File: src/rtl/multi_edge_pkg.sv
// Shared constants and helpers for the multi-channel debounced edge detector.
// Optional feature macro: MULTI_EDGE_SYNC_EN (adds a 2-flop input synchronizer per channel).
package multi_edge_pkg;

  // Tick select encodings, shared by all channels.
  localparam logic [1:0] MODE_RISE = 2'b00;
  localparam logic [1:0] MODE_FALL = 2'b01;
  localparam logic [1:0] MODE_BOTH = 2'b10;
  localparam logic [1:0] MODE_OFF  = 2'b11;

  // Default number of consecutive differing samples needed to accept a new level.
  localparam int unsigned DEB_CYCLES_DEFAULT = 16;

  // Selects which accepted edge(s) produce a tick for a given mode.
  function automatic logic tick_sel(input logic [1:0] mode, input logic rise, input logic fall);
    logic t;
    case (mode)
      MODE_RISE: t = rise;
      MODE_FALL: t = fall;
      MODE_BOTH: t = rise | fall;
      default:   t = 1'b0;
    endcase
    return t;
  endfunction

endpackage

File: src/rtl/multi_edge_detect_if.sv
// Bundle of per-channel level inputs, shared mode select and per-channel outputs.
// Optional feature macro: MULTI_EDGE_SYNC_EN (no effect on this interface).
interface multi_edge_detect_if #(
  parameter int unsigned CH = 4
);

  logic [CH-1:0] level;
  logic [1:0]    mode;
  logic [CH-1:0] stable;
  logic [CH-1:0] rise;
  logic [CH-1:0] fall;
  logic [CH-1:0] tick;

  // Driver side: raw pins and mode in, debounced results out.
  modport master (
    output level,
    output mode,
    input  stable,
    input  rise,
    input  fall,
    input  tick
  );

  // Detector side.
  modport slave (
    input  level,
    input  mode,
    output stable,
    output rise,
    output fall,
    output tick
  );

endinterface

File: src/rtl/multi_edge_detect_debounce_channel.sv
// One debounce channel: optional synchronizer, consecutive-sample counter, stable level
// register and registered rise/fall pulses. Also exposes the combinational accept strobes
// so the top can capture mode on the accepting edge.
// Optional feature macro: MULTI_EDGE_SYNC_EN (2-flop synchronizer in front of the counter).
module debounce_channel
  import multi_edge_pkg::*;
#(
  parameter int unsigned DEB_CYCLES = DEB_CYCLES_DEFAULT,
  parameter int unsigned CNT_W      = $clog2(DEB_CYCLES + 1)
) (
  input  logic clk,
  input  logic rst,
  input  logic level_i,
  output logic stable_o,
  output logic rise_o,
  output logic fall_o,
  output logic acc_rise_o,
  output logic acc_fall_o
);

  localparam logic [CNT_W-1:0] CntMax = CNT_W'(DEB_CYCLES - 1);

  logic sample;

`ifdef MULTI_EDGE_SYNC_EN
  logic [1:0] sync_d, sync_q;

  // Shift the raw pin through two flops before it is allowed near the counter.
  always_comb begin
    sync_d = {sync_q[0], level_i};
  end

  // Synchronizer flops, cleared by reset so no spurious edge is seen on release.
  always_ff @(posedge clk or negedge rst) begin
    if (!rst) begin
      sync_q <= 2'b00;
    end else begin
      sync_q <= sync_d;
    end
  end

  assign sample = sync_q[1];
`else
  assign sample = level_i;
`endif

  logic [CNT_W-1:0] cnt_d, cnt_q;
  logic             stable_d, stable_q;
  logic             rise_d, rise_q;
  logic             fall_d, fall_q;

  // Debounce: count consecutive differing samples, accept on the DEB_CYCLES-th one.
  always_comb begin
    cnt_d    = cnt_q;
    stable_d = stable_q;
    rise_d   = 1'b0;
    fall_d   = 1'b0;
    if (sample == stable_q) begin
      // Any agreeing sample restarts the debounce window.
      cnt_d = '0;
    end else if (cnt_q >= CntMax) begin
      // >= keeps the counter from ever passing CntMax, even from a corrupted state.
      stable_d = sample;
      cnt_d    = '0;
      rise_d   = sample;
      fall_d   = ~sample;
    end else begin
      cnt_d = cnt_q + CNT_W'(1);
    end
  end

  // Channel state registers.
  always_ff @(posedge clk or negedge rst) begin
    if (!rst) begin
      cnt_q    <= '0;
      stable_q <= 1'b0;
      rise_q   <= 1'b0;
      fall_q   <= 1'b0;
    end else begin
      cnt_q    <= cnt_d;
      stable_q <= stable_d;
      rise_q   <= rise_d;
      fall_q   <= fall_d;
    end
  end

  assign stable_o   = stable_q;
  assign rise_o     = rise_q;
  assign fall_o     = fall_q;
  assign acc_rise_o = rise_d;
  assign acc_fall_o = fall_d;

endmodule

File: src/rtl/multi_edge_detect.sv
// Multi-channel debounced edge detector. CH independent debounce channels plus a shared
// mode-selected tick, registered so mode is sampled on the accepting edge only.
// Optional feature macro: MULTI_EDGE_SYNC_EN (per-channel 2-flop synchronizer, +2 cycles).
module multi_edge_detect
  import multi_edge_pkg::*;
#(
  parameter int unsigned CH         = 4,
  parameter int unsigned DEB_CYCLES = DEB_CYCLES_DEFAULT
) (
  input logic                clk,
  input logic                rst,
  multi_edge_detect_if.slave bus
);

  localparam int unsigned CNT_W = $clog2(DEB_CYCLES + 1);

  logic [CH-1:0] stable_w;
  logic [CH-1:0] rise_w;
  logic [CH-1:0] fall_w;
  logic [CH-1:0] acc_rise_w;
  logic [CH-1:0] acc_fall_w;
  logic [CH-1:0] tick_d, tick_q;

  for (genvar i = 0; i < CH; i++) begin : g_ch
    debounce_channel #(
      .DEB_CYCLES (DEB_CYCLES),
      .CNT_W      (CNT_W)
    ) u_ch (
      .clk        (clk),
      .rst        (rst),
      .level_i    (bus.level[i]),
      .stable_o   (stable_w[i]),
      .rise_o     (rise_w[i]),
      .fall_o     (fall_w[i]),
      .acc_rise_o (acc_rise_w[i]),
      .acc_fall_o (acc_fall_w[i])
    );
  end

  // Tick candidate per channel from this cycle's accept strobes and the current mode.
  always_comb begin
    tick_d = '0;
    for (int i = 0; i < CH; i++) begin
      tick_d[i] = tick_sel(bus.mode, acc_rise_w[i], acc_fall_w[i]);
    end
  end

  // Tick register, aligned with the channel rise/fall pulse registers.
  always_ff @(posedge clk or negedge rst) begin
    if (!rst) begin
      tick_q <= '0;
    end else begin
      tick_q <= tick_d;
    end
  end

  assign bus.stable = stable_w;
  assign bus.rise   = rise_w;
  assign bus.fall   = fall_w;
  assign bus.tick   = tick_q;

endmodule

File: src/flat_wrapper.sv
// flat-port wrapper written by rule: the top's interface ports become plain ports
module multi_edge_detect_flat import multi_edge_pkg::*;
#(
  parameter int unsigned CH         = 4,
  parameter int unsigned DEB_CYCLES = DEB_CYCLES_DEFAULT
)
  (clk, rst, bus_level, bus_mode, bus_stable, bus_rise, bus_fall, bus_tick);
  multi_edge_detect_if #(.CH(CH)) bus_i ();
  input logic clk;
  input logic rst;
  input wire logic [$bits(bus_i.level)-1:0] bus_level;
  input wire logic [$bits(bus_i.mode)-1:0] bus_mode;
  output wire logic [$bits(bus_i.stable)-1:0] bus_stable;
  output wire logic [$bits(bus_i.rise)-1:0] bus_rise;
  output wire logic [$bits(bus_i.fall)-1:0] bus_fall;
  output wire logic [$bits(bus_i.tick)-1:0] bus_tick;
  assign bus_i.level = bus_level;
  assign bus_i.mode = bus_mode;
  assign bus_stable = bus_i.stable;
  assign bus_rise = bus_i.rise;
  assign bus_fall = bus_i.fall;
  assign bus_tick = bus_i.tick;
  multi_edge_detect #(.CH(CH), .DEB_CYCLES(DEB_CYCLES)) u_core (.clk(clk), .rst(rst), .bus(bus_i));
endmodule
File: config.mk
export PLATFORM = sky130hd
export DESIGN_NAME = multi_edge_detect_flat
export DESIGN_NICKNAME = d
export VERILOG_FILES = /design/src/rtl/multi_edge_pkg.sv /design/src/rtl/multi_edge_detect_if.sv /design/src/rtl/multi_edge_detect_debounce_channel.sv /design/src/rtl/multi_edge_detect.sv /design/src/flat_wrapper.sv
export SDC_FILE = /design/constraint.sdc
export NUM_CORES = 1
export LEC_CHECK = 0
export ABC_CLOCK_PERIOD_IN_PS = 2300
export CORE_UTILIZATION = 43
export DETAILED_ROUTE_END_ITERATION = 12
export PLACE_DENSITY = 0.66
export SKIP_LAST_GASP = 1
export SYNTH_ARGS = -nofsm -noshare
export SYNTH_HDL_FRONTEND = slang
export SYNTH_SLANG_ARGS = --single-unit
File: constraint.sdc
create_clock -name clk -period 2.3 [get_ports clk]
set_input_delay 0.46 -clock clk [delete_from_list [all_inputs] [get_ports clk]]
set_output_delay 0.46 -clock clk [all_outputs]
set_load 0.01 [all_outputs]
# [After elaboration in Yosys (flattened, before gate mapping)]
# Index checks and enable logic that the tools add are counted.
[word_totals] regBits=36 inputBits=8 wordCells=76
[classes] add_sub_neg=4 n_lt_le_gt_ge=4 n_eq_ne=6 muxes=28 bitwise=12 n_reduce_logical=5
[ops] cell="$mux W5" count=8
[ops] cell="$add A5 B1 Y5 const B" count=4
[ops] cell="$ge A5 B4 Y1 const B" count=4
[ops] cell="$mux W1" count=16
[ops] cell="$pmux W1 S3" count=4
[ops] cell="$not A1 Y1" count=8
[ops] cell="$reduce_and A2 Y1" count=4
[ops] cell="$eq A1 B1 Y1" count=4
[ops] cell="$or A1 B1 Y1" count=4
[ops] cell="$eq A2 B1 Y1 const B" count=1
[ops] cell="$eq A2 B2 Y1 const B" count=1
[ops] cell="$logic_not A2 Y1" count=1

# [Depth between registers and ports, before layout]
[depth] ltp_word=5 mapped_depth=6

# [By module]
# Synthesis repeated with hierarchy kept, for this count alone.
[unflattened] cells_unflattened=125 area_unflattened_um2=1545.2
[modules_own_cells] module="debounce_channel" n_inst=4 cells_per_inst=28 area_per_inst_um2=344.1 seq_area_each_um2=200.2
[modules_own_cells] module="multi_edge_detect" n_inst=1 cells_per_inst=13 area_per_inst_um2=168.9 seq_area_each_um2=100.1

# [Least setup slack after synthesis]
# Ideal clock, no wire load.
[synth_timing] path_type="register to register" from="register u_core.g_ch[2].u_ch.cnt_q[0]" to="register u_core.g_ch[2].u_ch.stable_q" setup_time_ps=125 t_arrival_ps=1569 slack_ps=606 stages_incl_launch_ff=6 n_path_buf=0 path_cell_list="dfrtp_1 > ha_1 > and3_1 > ha_1 > nor3_2 > mux2_2"
[synth_via] elab_chain_cells=2
[synth_rtl] element="start, declared" line_no="multi_edge_detect_debounce_channel.sv:47" rtl="logic [CNT_W-1:0] cnt_d, cnt_q;"
[synth_rtl] element="start signal, assigned" line_no="multi_edge_detect_debounce_channel.sv:80" rtl="cnt_q <= cnt_d;"
[synth_rtl] element="$ge A5 B4 Y1" line_no="multi_edge_detect_debounce_channel.sv:61" rtl="end else if (cnt_q >= CntMax) begin"
[synth_rtl] element="$reduce_and A2 Y1 (no line)"
[synth_rtl] element="end signal, assigned" line_no="multi_edge_detect_debounce_channel.sv:81" rtl="stable_q <= stable_d;"
[synth_rtl] element="end, declared" line_no="multi_edge_detect_debounce_channel.sv:48" rtl="logic stable_d, stable_q;"
# No other way between the ends.
# A chain may end at the register's enable or synchronous reset.

# [Final worst setup path]
[layout_timing] from="register u_core.g_ch[3].u_ch.cnt_q[0]" to="register u_core.g_ch[3].u_ch.stable_q"
[layout_via] elab_chain_cells=2
[layout_rtl] element="start, declared" line_no="multi_edge_detect_debounce_channel.sv:47"
[layout_rtl] element="start signal, assigned" line_no="multi_edge_detect_debounce_channel.sv:80"
[layout_rtl] element="$ge A5 B4 Y1" line_no="multi_edge_detect_debounce_channel.sv:61"
[layout_rtl] element="$reduce_and A2 Y1 (no line)"
[layout_rtl] element="end signal, assigned" line_no="multi_edge_detect_debounce_channel.sv:81"
[layout_rtl] element="end, declared" line_no="multi_edge_detect_debounce_channel.sv:48"
# No other way between the ends.

==> results.yml <==
run_status:
  status: "complete, no violations"
routing:
  first_pass_iters: 4
  antenna_left: 0
  vias_per_cell: 5.04
  first_iter_violations: 58
  drt-total-wl_mm: 2.58
  routedWlPerCell_um: 12.2
  vias: 1064
  post-route-drc-count: 0
timing:
  finalClockSkew_ns: 0.00433
  timing.fmax_ghz: 0.542
  max-slew-margin-rel_pct: 70.9
  min_period_over_period_pct: 80.3
  min_period_ns: 1.85
  rsz0062_at_grt: "no"
  slew_viol_final: 0
  setup_tns_ns: 0
  tightest_slew_ns: 0.436
  setup_violations: 0
  hold_viol: 0
floorplan:
  core_area_mm2: 0.00366
  ios: 24
  dieHeight_um: 63.7
  die-area_mm2: 0.00405
  die-width_um: 63.7
  start_util_pct: 44.7
  row_count: 22
clock_tree:
  ctsHoldBuffers: 0
  h-tree-depth: 2
  clock-sinks: 36
  ctsResizeCount: 0
  insertion_delay_ns: 0.28
  numCtsBuffers: 5
  clock-root-buffer: "clkbuf_8"
  path_clk_slew_ns: 0.07
  cts_buffer_depth: 2
  cts_tree: "done"
  cts_setup_buffers: 0
worst_hold_path:
  min_path_type: "flop to flop"
  hp-start: "u_core.g_ch[3].u_ch.cnt_q[0]"
  hold_depth: 1
  min_to: "u_core.g_ch[3].u_ch.cnt_q[0]"
worst_setup_path:
  cp_slowest_cell: "dfrtp_1"
  worst-path-max-fanout: 5
  path_class: "flop to flop"
  worstSetupEndpointType: "flop"
  cp_num_buf_inv: 0
  critPathArrivalTime_ns: 2.02
  reg2reg_from: "u_core.g_ch[3].u_ch.cnt_q[0]"
  required_ns: 2.47
  rr_worst_depth: 5
  cp-start-kind: "flop"
  slowest_delay_ns: 0.41
  path_cells: "ha_1, and3_1, ha_1, nor3_2, mux2_2"
  cp_top_family: "simple AND/OR/NAND/NOR gates"
  r2r_slack_ns: 0.45
  crit_top_cell: "ha_1"
  crit_cells: 5
  timing.rr.end: "u_core.g_ch[3].u_ch.stable_o"
synthesis:
  avgSynthCellArea_um2: 11.4
  ys.flop_type: "dfrtp_1"
  syn_nets: 159
  synth.distinct_cells: 24
  seq_area_frac_synth_pct: 55.1
  ys_seq_elements: 36
  async_reset_ff_share_pct: 100
  yosysWarnings: 0
  netlist_instances: 143
  synth_edf_count: 0
  synth_area_mm2: 0.00164
power_and_ir_drop:
  peakVddDrop_mv: 0.244
  leakagePower_nw: 0.893
  power_density_mw_per_mm2: 753
global_routing:
  antenna_found_initial: 0
  overflow: 0
  grt_pass1_vias: 1076
  grt_usage_pct: 14.5
  grt_pass1_wl_mm: 4.44
  grt_max_degree: 37
layout:
  diodes: 0
  syn_to_final_growth_pct: 19.3
  drive_above_1_share_pct: 11.7
  fin_nets: 178
  fin_util_pct: 53.3
placed_design:
  port_buffers: 23
  dp_hpwl_mm: 1.91
  place_congestion: 0.726
job:
  drv_cap: 0
synthesized netlist by cell type, drive strengths merged (3+ instances only):
library cell	number	area [um^2]
nor2	23	86.3
nand3	3	15.0
a21oi	3	15.0
mux2	4	45.0
a31oi	5	31.3
nor3b	5	37.5
ha	8	100
nand2b	5	31.3
and3	8	52.6
xnor2	4	35.0
dfrtp	36	901
xor2	5	43.8
inv	7	26.3
nor3	4	30.0
buf	12	90.1
worst reg2reg max path, stage by stage (launching register included):
cell	delay (ns)
dfrtp_1	0.41
ha_1	0.24
and3_1	0.17
ha_1	0.20
nor3_2	0.33
mux2_2	0.38
cell type report:
cell class / count / area [um^2]
Inverter: 7 / 26.3
Multi-Input combinational cell: 88 / 618
Sequential cell: 36 / 901
Clock buffer: 6 / 72.6
Tap cell: 48 / 60.1
Timing Repair Buffer: 24 / 238
Clock inverter: 2 / 35.0
Fill cell: 314 / 1710
metrics by stage:
| step | total power [mW] | hold slack (ns) | area, um^2 | std cells | setup slack (ns) |
|---|---|---|---|---|---|
| finish | 1.47 | 0.481 | 1950 | 211 | 0.454 |
| global route | 1.55 | 0.495 | 1950 | 211 | 0.367 |
| CTS | 1.49 | 0.481 | 1950 | 211 | 0.460 |
| detailed placement | 0.947 | 0.471 | 1840 | 203 | 0.409 |
| global placement | 0.935 | 0.456 | 1840 | 203 | 0.436 |
| floorplan | 0.874 | 0.164 | 1640 | 143 | 0.606 |
cell families (layout without fill, tap and decap cells):
kind of cell             Yosys count  after routing  synth area share [%]
adder cells (fa/ha/maj)            8              8                  6.12
AND/OR/NAND/NOR                   57             57                  20.3
buffers and inverters             19             39                  7.12
AO/OA/AOI/OAI                     10             10                  3.83
XOR/XNOR                           9              9                  4.82
multiplexers                       4              4                  2.75
flip-flops                        36             36                  55.1
routing by layer:
metal / vias to the layer above / part of all wire (%) / wire (um) / global-route usage (%)
li1: 511 / - / - / -
met1: 523 / 46 / 1180 / 16.4
met2: 25 / 47 / 1220 / 23.7
met3: 5 / 4.6 / 118 / 4.17
met4: 0 / 2.0 / 51 / 9.66
met5: - / 0 / 0 / 0
flip-flops by register name (all words and copies together), names as in the netlist:
signal,count
u_core.g_ch.u_ch.cnt_q,20
u_core.bus.tick,4
u_core.g_ch.u_ch.fall_o,4
u_core.g_ch.u_ch.rise_o,4
u_core.g_ch.u_ch.stable_o,4
cell usage in the layout, fill, tap and decap left out, types with 6 or more instances in the layout:
master,Yosys,routed
clkdlybuf4s50_1,0,23
nor2_1,23,23
inv_1,7,7
ha_1,8,8
and3_1,6,6
dfrtp_1,36,36
power breakdown:
group	total, mW	leakage [nW]	switching [mW]	internal (mW)
clock network	0.535	0.0552	0.214	0.321
logic	0.183	0.354	0.0820	0.101
registers	0.751	0.484	0.0608	0.690
worst max-delay path by stage:
stage	start	to	slack, ns
4_1_cts	u_core.g_ch[3].u_ch.cnt_q[0]	u_core.g_ch[3].u_ch.stable_o	0.46
5_1_grt	u_core.g_ch[2].u_ch.cnt_q[0]	u_core.g_ch[2].u_ch.stable_o	0.37
3_5_place_dp	bus_level[3]	u_core.g_ch[3].u_ch.cnt_q[3]	0.41
6_report	u_core.g_ch[3].u_ch.cnt_q[0]	u_core.g_ch[3].u_ch.stable_o	0.45
2_1_floorplan	u_core.g_ch[2].u_ch.cnt_q[0]	u_core.g_ch[2].u_ch.stable_o	0.61
3_3_place_gp	bus_level[2]	u_core.g_ch[2].u_ch.cnt_q[2]	0.44
Power figures use the tool's default switching activity.
